**src/rtl/icache_sa_pkg.sv**
```systemverilog
// Shared constants, state encoding and address-split width helpers for icache_sa.

package icache_sa_pkg;

   localparam logic        TRUE  = 1'b1;
   localparam logic        FALSE = 1'b0;
   localparam logic [31:0] ZERO  = 32'h0;

   typedef enum logic {
      StIdle   = 1'b0,
      StRefill = 1'b1
   } state_e;

   function automatic int unsigned off_w(input int unsigned block_words);
      return $clog2(block_words);
   endfunction

   function automatic int unsigned idx_w(input int unsigned sets);
      return $clog2(sets);
   endfunction

   // Remaining pc bits above offset, index and the byte-in-word field.
   function automatic int unsigned tag_w(input int unsigned addr_w, input int unsigned sets,
                                         input int unsigned block_words);
      return addr_w - off_w(block_words) - idx_w(sets) - 2;
   endfunction

endpackage

```
**src/rtl/icache_way.sv**
```systemverilog
// One way of icache_sa: per-set valid bit, tag and data line, with lookup and write ports.

module icache_way
   import icache_sa_pkg::*;
#(
   parameter  int unsigned SETS        = 16,
   parameter  int unsigned BLOCK_WORDS = 4,
   parameter  int unsigned TAG_W       = 9,
   localparam int unsigned IDX_W       = idx_w(SETS),
   localparam int unsigned OFF_W       = off_w(BLOCK_WORDS)
) (
   input  logic             clk,
   input  logic             rst,
   input  logic [IDX_W-1:0] lk_idx,
   input  logic [TAG_W-1:0] lk_tag,
   input  logic [OFF_W-1:0] lk_off,
   output logic             hit,
   output logic [31:0]      word,
   input  logic [IDX_W-1:0] wr_idx,
   input  logic [OFF_W-1:0] wr_off,
   input  logic [31:0]      wr_data,
   input  logic             wr_word,
   input  logic             wr_tag_en,
   input  logic [TAG_W-1:0] wr_tag,
   input  logic             set_valid,
   input  logic             clr_valid,
   input  logic             clr_all
);

   logic [SETS-1:0]  valid_q;
   logic [TAG_W-1:0] tag_q  [SETS];
   logic [31:0]      data_q [SETS][BLOCK_WORDS];

   // Global clear wins so a flush coinciding with the last refill word leaves the line invalid.
   always_ff @(posedge clk) begin
      if (!rst) begin
         valid_q <= '0;
      end else if (clr_all) begin
         valid_q <= '0;
      end else if (clr_valid) begin
         valid_q[wr_idx] <= FALSE;
      end else if (set_valid) begin
         valid_q[wr_idx] <= TRUE;
      end
   end

   always_ff @(posedge clk) begin
      if (wr_word) begin
         data_q[wr_idx][wr_off] <= wr_data;
      end
      if (wr_tag_en) begin
         tag_q[wr_idx] <= wr_tag;
      end
   end

   assign hit  = valid_q[lk_idx] && (tag_q[lk_idx] == lk_tag);
   assign word = data_q[lk_idx][lk_off];

endmodule

```
**src/rtl/icache_sa.sv**
```systemverilog
// Set-associative instruction cache with round-robin replacement and sequential line refill.
// Define ICACHE_FORWARD_EN to forward the requested word from mc_data during refill.

module icache_sa
   import icache_sa_pkg::*;
#(
   parameter int unsigned ADDR_W      = 17,
   parameter int unsigned WAYS        = 2,
   parameter int unsigned SETS        = 16,
   parameter int unsigned BLOCK_WORDS = 4
) (
   input  logic              clk,
   input  logic              rst,
   input  logic              rdy,
   input  logic              flush,
   input  logic              fet_req,
   input  logic [31:0]       fet_pc,
   output logic              fet_valid,
   output logic [31:0]       fet_instr,
   output logic              mc_req,
   output logic [ADDR_W-1:0] mc_addr,
   input  logic              mc_valid,
   input  logic [31:0]       mc_data
);

   localparam int unsigned OFF_W = off_w(BLOCK_WORDS);
   localparam int unsigned IDX_W = idx_w(SETS);
   localparam int unsigned TAG_W = tag_w(ADDR_W, SETS, BLOCK_WORDS);
   localparam int unsigned VP_W  = (WAYS > 1) ? $clog2(WAYS) : 1;

   logic [OFF_W-1:0]  pc_off;
   logic [IDX_W-1:0]  pc_idx;
   logic [TAG_W-1:0]  pc_tag;
   logic [ADDR_W-1:0] pc_base;
   logic              unused_pc;

   assign pc_off    = fet_pc[OFF_W+1:2];
   assign pc_idx    = fet_pc[OFF_W+IDX_W+1:OFF_W+2];
   assign pc_tag    = fet_pc[ADDR_W-1:OFF_W+IDX_W+2];
   assign pc_base   = {fet_pc[ADDR_W-1:OFF_W+2], {(OFF_W+2){1'b0}}};
   assign unused_pc = ^{fet_pc[31:ADDR_W], fet_pc[1:0]};

   state_e            state_q, state_d;
   logic [IDX_W-1:0]  set_q, set_d;
   logic [TAG_W-1:0]  tag_q, tag_d;
   logic [VP_W-1:0]   way_q, way_d;
   logic [OFF_W-1:0]  cnt_q, cnt_d;
   logic              mc_req_q, mc_req_d;
   logic [ADDR_W-1:0] mc_addr_q, mc_addr_d;
   logic              poison_q, poison_d;
   logic [VP_W-1:0]   vptr_q [SETS];

   logic [WAYS-1:0] way_hit;
   logic [31:0]     way_word [WAYS];
   logic            raw_hit;
   logic            fwd;
   logic            start;
   logic            fill;
   logic            last;
   logic [IDX_W-1:0] wr_idx;

   assign raw_hit = |way_hit;
   assign start   = rdy && (state_q == StIdle) && fet_req && !raw_hit;
   assign fill    = rdy && (state_q == StRefill) && mc_valid;
   assign last    = fill && (cnt_q == OFF_W'(BLOCK_WORDS - 1));
   assign wr_idx  = (state_q == StIdle) ? pc_idx : set_q;

   for (genvar w = 0; w < WAYS; w++) begin : g_way
      logic sel;
      logic start_sel;

      assign sel       = (way_q == VP_W'(w));
      assign start_sel = (vptr_q[pc_idx] == VP_W'(w));

      icache_way #(
         .SETS        (SETS),
         .BLOCK_WORDS (BLOCK_WORDS),
         .TAG_W       (TAG_W)
      ) u_way (
         .clk       (clk),
         .rst       (rst),
         .lk_idx    (pc_idx),
         .lk_tag    (pc_tag),
         .lk_off    (pc_off),
         .hit       (way_hit[w]),
         .word      (way_word[w]),
         .wr_idx    (wr_idx),
         .wr_off    (cnt_q),
         .wr_data   (mc_data),
         .wr_word   (fill && sel),
         .wr_tag_en (last && sel),
         .wr_tag    (tag_q),
         .set_valid (last && sel && !poison_q && !flush),
         .clr_valid (start && start_sel),
         .clr_all   (rdy && flush)
      );
   end

`ifdef ICACHE_FORWARD_EN
   assign fwd = (state_q == StRefill) && mc_valid && !poison_q && (pc_tag == tag_q) &&
                (pc_idx == set_q) && (pc_off == cnt_q);
`else
   assign fwd = FALSE;
`endif

   assign fet_valid = fet_req && !flush && (raw_hit || fwd);

   always_comb begin
      fet_instr = ZERO;
      if (fet_req && !flush) begin
         for (int w = 0; w < WAYS; w++) begin
            if (way_hit[w]) begin
               fet_instr = fet_instr | way_word[w];
            end
         end
         if (fwd) begin
            fet_instr = mc_data;
         end
      end
   end

   always_comb begin
      state_d   = state_q;
      set_d     = set_q;
      tag_d     = tag_q;
      way_d     = way_q;
      cnt_d     = cnt_q;
      mc_req_d  = mc_req_q;
      mc_addr_d = mc_addr_q;
      poison_d  = poison_q;
      unique case (state_q)
         StIdle: begin
            if (fet_req && !raw_hit) begin
               state_d   = StRefill;
               set_d     = pc_idx;
               tag_d     = pc_tag;
               way_d     = vptr_q[pc_idx];
               cnt_d     = '0;
               mc_req_d  = TRUE;
               mc_addr_d = pc_base;
            end
         end
         StRefill: begin
            if (flush) begin
               poison_d = TRUE;
            end
            if (mc_valid) begin
               if (cnt_q != OFF_W'(BLOCK_WORDS - 1)) begin
                  cnt_d     = cnt_q + OFF_W'(1);
                  mc_addr_d = mc_addr_q + ADDR_W'(4);
               end else begin
                  state_d  = StIdle;
                  mc_req_d = FALSE;
                  poison_d = FALSE;
               end
            end
         end
         default: state_d = StIdle;
      endcase
   end

   always_ff @(posedge clk) begin
      if (!rst) begin
         state_q   <= StIdle;
         set_q     <= '0;
         tag_q     <= '0;
         way_q     <= '0;
         cnt_q     <= '0;
         mc_req_q  <= FALSE;
         mc_addr_q <= '0;
         poison_q  <= FALSE;
         for (int s = 0; s < SETS; s++) begin
            vptr_q[s] <= '0;
         end
      end else if (rdy) begin
         state_q   <= state_d;
         set_q     <= set_d;
         tag_q     <= tag_d;
         way_q     <= way_d;
         cnt_q     <= cnt_d;
         mc_req_q  <= mc_req_d;
         mc_addr_q <= mc_addr_d;
         poison_q  <= poison_d;
         if (last) begin
            vptr_q[set_q] <= (WAYS > 1) ? way_q + VP_W'(1) : '0;
         end
      end
   end

   assign mc_req  = mc_req_q;
   assign mc_addr = mc_addr_q;

endmodule

```
**config.mk**
```make
export PLATFORM = sky130hd
export DESIGN_NAME = icache_sa
export DESIGN_NICKNAME = d
export VERILOG_FILES = /design/src/rtl/icache_sa_pkg.sv /design/src/rtl/icache_way.sv /design/src/rtl/icache_sa.sv
export SDC_FILE = /design/constraint.sdc
export NUM_CORES = 2
export LEC_CHECK = 0
export CORE_ASPECT_RATIO = 0.8
export CORE_UTILIZATION = 25
export CTS_CLUSTER_SIZE = 12
export DETAILED_ROUTE_END_ITERATION = 10
export PLACE_DENSITY = 0.39
export SLEW_MARGIN = 10
export SYNTH_ARGS = -nofsm -noshare
export SYNTH_HDL_FRONTEND = slang
export SYNTH_MEMORY_MAX_BITS = 65536
export SYNTH_SLANG_ARGS = --single-unit
```
**constraint.sdc**
```tcl
create_clock -name clk -period 11.2 [get_ports clk]
set_input_delay 1.12 -clock clk [delete_from_list [all_inputs] [get_ports clk]]
set_output_delay 1.12 -clock clk [all_outputs]
set_load 0.02 [all_outputs]
```
==> impl_metrics.json <==
{
  "cts_tree": "yes",
  "cts_root_buffer": "clkbuf_16",
  "clock.fmax_mhz": 119,
  "fp.dieW_um": 929,
  "synth_edf_count": 4384,
  "cts.sinks": 4466,
  "remaining_drc_errors": 0,
  "dr.pass1.iters": 5,
  "grt_pass1_wl_um": 712000,
  "vdd_drop_max_mv": 0.145,
  "maxSlewViolCount": 0,
  "finalNetCount": 7597,
  "core-area_sq_mm": 0.683,
  "finalNonFillerCells": 17100,
  "cp.arrival_ns": 7.30,
  "clock_latency_ns": 1.02,
  "cts_resized": 0,
  "gr-total-overflow": 0,
  "cap_violations": 0,
  "wl_um": 526000,
  "syn_avg_cell_area_sq_um": 24.2,
  "num_rows": 271,
  "synthTopCellsByArea": "edfxtp_1 77%, mux4_2 18%, dfxtp_1 0.96%",
  "r2r_slack_ns": 6.92,
  "hold_violations": 0,
  "ys.flop_type": "edfxtp_1",
  "dieArea_sq_mm": 0.690,
  "path_clk_slew_ns": 0.06,
  "io_pins": 121,
  "synth_area_sq_mm": 0.172,
  "via_per_inst": 4.62,
  "powerDensity_mw_per_mm2": 174,
  "cts_hold_buf": 0,
  "ant_nets": 0,
  "grt_use_total_pct": 14.9,
  "startpoint_type": "input pin",
  "finalCritPeriodShare_pct": 75.2,
  "cp-end-kind": "output pin",
  "wire_per_inst_um": 30.8,
  "path_class": "in2out",
  "outcome": "finished clean",
  "p_leak_uw": 0.0591,
  "drtIter0Drc": 8153,
  "grt_pass1_vias": 81000,
  "placed_cells": 16200,
  "grt_max_degree": 127,
  "setup_viol": 0,
  "hold_class": "reg2reg",
  "yosysTopAreaCell": "edfxtp_1",
  "fin_setup_tns_ns": 0,
  "synthCells": 7086,
  "ys_seq_area_share_pct": 77.6,
  "dp_hpwl_um": 289000,
  "postCtsSetupRepairBufs": 0,
  "chipHeight_um": 743,
  "htreeDepth": 5,
  "gp_congestion": 0.769,
  "cts_buffers": 464,
  "fillers": 66000,
  "ys_ff_latch": 4466,
  "cp.required_ns": 10.08,
  "yosysWarnings": 0,
  "post-place-ws_ns": 2.81,
  "initial_core_util_pct": 25.2,
  "layout_min_cycle_time_ns": 8.42,
  "antenna_found_initial": 78,
  "drive_above_1_share_pct": 31.0,
  "hold_ws_ns": 0.475,
  "ys_types": 71,
  "async_reset_ff_share_pct": 0,
  "fin_skew_ns": 0.0886,
  "io_buffers": 101,
  "relSlewSlack_pct": 16.4,
  "setup_slack_ns": 2.78,
  "path_max_fanout": 79,
  "synth_top_area_share_pct": 76.7,
  "grt_setup_unrepaired": "false",
  "cts_max_path_buffers": 4,
  "syn2layout_area_growth_pct": 16.1,
  "place_area_sq_mm": 0.185,
  "tightest_slew_ns": 1.25,
  "final_cell_area_sq_mm": 0.199,
  "via_count": 79000
}
-- worst paths after layout --
kind	startpoint	end	depth (start not counted)
hold reg to reg	vptr_q[4]	vptr_q[4]	2
hold / removal	vptr_q[4]	vptr_q[4]	2
setup / recovery	fet_pc[4]	fet_instr[22]	12
setup reg to reg	g_way[0].u_way.tag_q[11][8]	g_way[0].u_way.valid_q[14]	10
-- per-layer routing --
metal | global-route usage, % | part of all wire [%] | routed length, um | vias to the layer above
met5 | 0 | 0.015 | 80 | -
li1 | - | - | - | 31700
met2 | 23.6 | 46 | 242000 | 2319
met3 | 2.25 | 5.7 | 30100 | 631
met1 | 21.7 | 46 | 241000 | 44400
met4 | 3.40 | 2.4 | 12400 | 12
-- through the flow --
stage / power (uW) / util (%)
6_report: 34700 / 29.2
5_1_grt: 35800 / 29.2
4_1_cts: 35200 / 29.2
3_5_place_dp: 20500 / 27.1
3_3_place_gp: 20500 / 27.1
2_1_floorplan: 19600 / -
-- critical path, cell delays in order --
cell             delay (ns)
buf_16                 0.37
buf_4                  0.79
and2_1                 0.52
a22oi_1                0.20
a21oi_1                0.20
o221ai_1               0.23
a211oi_2               0.43
nand3_4                0.74
nor2b_1                1.14
a21oi_1                0.31
nor2_1                 0.17
clkdlybuf4s50_1        0.63
-- cell type report --
type | count | area (sq um) | share of cell area [%]
clock buffer | 605 | 12300 | 6.17
antenna | 87 | 218 | 0.109
multi-input combinational | 2218 | 37300 | 18.7
sequential | 4466 | 133000 | 66.8
tap | 9145 | 11400 | 5.74
clock inverter | 213 | 1670 | 0.839
inverter | 12 | 45.0 | 0.0226
timing repair buffer | 360 | 3130 | 1.57
-- power by group --
group          switching [uW]  total, uW  leakage (uW)  internal [uW]
clock network            6480      14600       0.00681           8100
registers                15.3      18400        0.0401          18400
logic                    1160       1780        0.0122            624
-- cells in the mapped netlist, types with 31 or more instances --
master and instances:
buf_2 143, mux2i_1 73, nor2b_1 43, dfxtp_1 82, nand2_1 76, edfxtp_1 4384
a21oi_1 88, nor2_1 243, buf_6 42, a211oi_1 31, mux4_2 1402, buf_1 44
clkbuf_1 133
-- registers in the layout (all words and copies together) (netlist names), 2 cells and up --
name,cells
set_q,4
vptr_q,16
mc_addr,15
g_way.u_way.valid_q,32
cnt_q,2
g_way.u_way.tag_q,288
g_way.u_way.data_q,4096
tag_q,9
-- cells in the final DEF, fill, tap and decap left out, types with 31 or more instances in the layout --
master / instances
clkdlybuf4s50_1: 63
dfxtp_1: 79
nor2b_1: 42
a211oi_1: 31
nor2_4: 128
edfxtp_1: 4384
clkbuf_16: 472
nand2_1: 68
clkinv_1: 110
mux4_2: 1402
diode_2: 87
clkinv_2: 62
a21oi_1: 88
clkbuf_1: 133
buf_4: 275
nor2_1: 115
mux2i_1: 73
-- logic make-up after synthesis --
kind of cell	count (synthesis)	share of synthesized area, %
AOI/OAI and AO/OA	249	0.955
xor gates and xnor gates	13	0.0663
adders and majority gates	5	0.0364
buffers and inverters	403	1.25
DFF	4466	77.6
muxes	1483	18.9
other	1	0.00218
and+or+nand+nor	466	1.22
Note: power is estimated with default switching activity, not from simulation.
==> edit: new RTL, same flow settings <==
Build with the macro `ICACHE_FORWARD_EN` defined.
--- a/src/rtl/icache_sa.sv
+++ b/src/rtl/icache_sa.sv
@@ -1,5 +1,7 @@
 // Set-associative instruction cache with round-robin replacement and sequential line refill.
 // Define ICACHE_FORWARD_EN to forward the requested word from mc_data during refill.
+
+`define ICACHE_FORWARD_EN
 
 module icache_sa
    import icache_sa_pkg::*;
Function: not settled (the Yosys comparison gave no result); the edit may change what the design does.
==> edit against the unedited design <==
Area after synthesis rose by 0.23%. Sequential cell count did not move. Via count grew 3.0%. Synthesized cell count increased by 1.2%. Final area hardly changed. Routed wire length grew 5.1%. Fmax increased by 1.7%. Total power decreased by 0.62%. Count of clock-buffer cells in the layout decreased by 11. Setup slack improved by 140 ps. Combinational power rose by 3%. Global-route usage rose by 0.74 points. Highest routed layer unchanged.
==> edit: results <==
metrics = {
    "outcome": {
        "status": "finished, final reports clean",
    },
    "placed_design": {
        "gp_congestion": 0.745,
        "place_area_um2": 186000,
    },
    "cells_and_area": {
        "n_fill_cell": 66700,
        "drive_gt1_share_pct": 30.9,
        "nets": 7685,
    },
    "routing": {
        "drtPass1Iterations": 5,
        "vias": 81400,
        "drt_iter0_drc": 9957,
        "wirelength_mm": 553,
    },
    "synthesis": {
        "synth_cell_type_count": 69,
        "yosysSeqAreaShare_pct": 77.4,
        "synth_commonest_cells": "edfxtp_1 (4384), mux4_2 (1413), nor2_1 (253)",
        "ys_top_cells_by_area": "edfxtp_1 (76%), mux4_2 (18%), dfxtp_1 (0.95%)",
    },
    "cts": {
        "cts_buffer_depth": 4,
        "cts_buffers": 458,
        "path_clk_slew_ps": 60,
    },
    "grt": {
        "grt_start_max_net_pins": 124,
        "grt_pass1_vias": 82700,
        "track_usage_pct": 15.6,
        "antenna_found_initial": 93,
    },
    "critical_path": {
        "cpLargestDelayFamily": "buffers and inverters",
        "cp.arrival_ps": 7160,
        "r2r_cells": 10,
        "cpPeakStageDelay_ps": 910,
        "r2r_end": "g_way[0].u_way.valid_q[4]",
        "crit_path_top_delay_cell": "nor3_1",
        "r2r_start": "g_way[0].u_way.tag_q[13][1]",
    },
    "hold_path": {
        "min_from": "mc_data[5]",
        "hp-class": "in -> reg",
        "holdPathStages": 1,
        "min_to": "g_way[1].u_way.data_q[12][101]",
    },
    "pwr": {
        "p_leak_nw": 59.2,
        "swShare_pct": 22.3,
        "ir_worst_vdd_uv": 123,
    },
}
## edit: cell types whose count changed after synthesis, moves of 15 or more
cell / change
a21oi_1: -43
a22oi_1: -20
and3_1: +29
buf_2: +63
buf_6: -27
mux2i_1: -15
nand2_1: +32
nand3_1: +25
nand4_1: -15
nor2b_1: -34
nor3_1: +36
## edit: layout make-up
cell class	count	area, µm²	share of cell area, %
Sequential cell	4466	133000	66.8
Multi-Input combinational cell	2286	37900	19.0
Clock buffer	594	12100	6.05
Tap cell	9179	11500	5.75
Timing Repair Buffer	387	3350	1.68
Clock inverter	199	1390	0.697
Antenna cell	46	115	0.0577
Inverter	11	46.3	0.0232
## edit: layer usage
metal | global-route usage, % | share of wire (%) | vias to the layer above | wire length (µm)
met2 | 24.0 | 45 | 2544 | 249000
met5 | 0 | 0.019 | - | 106
met4 | 2.96 | 1.7 | 16 | 9250
li1 | - | - | 31900 | -
met3 | 2.10 | 5.4 | 604 | 29700
met1 | 23.8 | 48 | 46300 | 265000
## edit: power groups by stage
stage | clock [mW] | combinational [mW] | sequential [mW]
2_1_floorplan | 0 | 0.904 | 18.7
3_3_place_gp | 0 | 1.84 | 18.7
3_5_place_dp | 0 | 1.86 | 18.7
4_1_cts | 14.7 | 1.87 | 18.4
5_1_grt | 15.3 | 1.92 | 18.4
6_report | 14.3 | 1.83 | 18.4
## edit: cell families after synthesis
family                   Yosys count  share of synthesized area (%)
AO/OA/AOI/OAI                    204                          0.823
XOR/XNOR                          35                          0.178
adder cells (fa/ha/maj)            5                         0.0363
buffers and inverters            419                           1.17
flip-flops                      4466                           77.4
multiplexers                    1483                           18.9
other                              1                        0.00218
AND/OR/NAND/NOR                  557                           1.46
## edit: worst max-delay path by stage
stage                         start       endpoint
after CTS                 fet_pc[4]  fet_instr[16]
after detailed placement  fet_pc[4]  fet_instr[16]
after floorplan           fet_pc[4]   fet_instr[0]
after global routing      fet_pc[4]  fet_instr[10]
final                     fet_pc[6]  fet_instr[16]
after global placement    fet_pc[4]  fet_instr[13]
## edit: through the flow
step,std cells,hold slack [ps],util (%),setup slack [ps]
finish,17200,403,29.1,2920
global route,17100,345,29.1,2660
CTS,17100,319,29.1,2750
detailed placement,16300,473,27.1,2740
global placement,16300,469,27.1,2780
floorplan,7171,439,-,5920
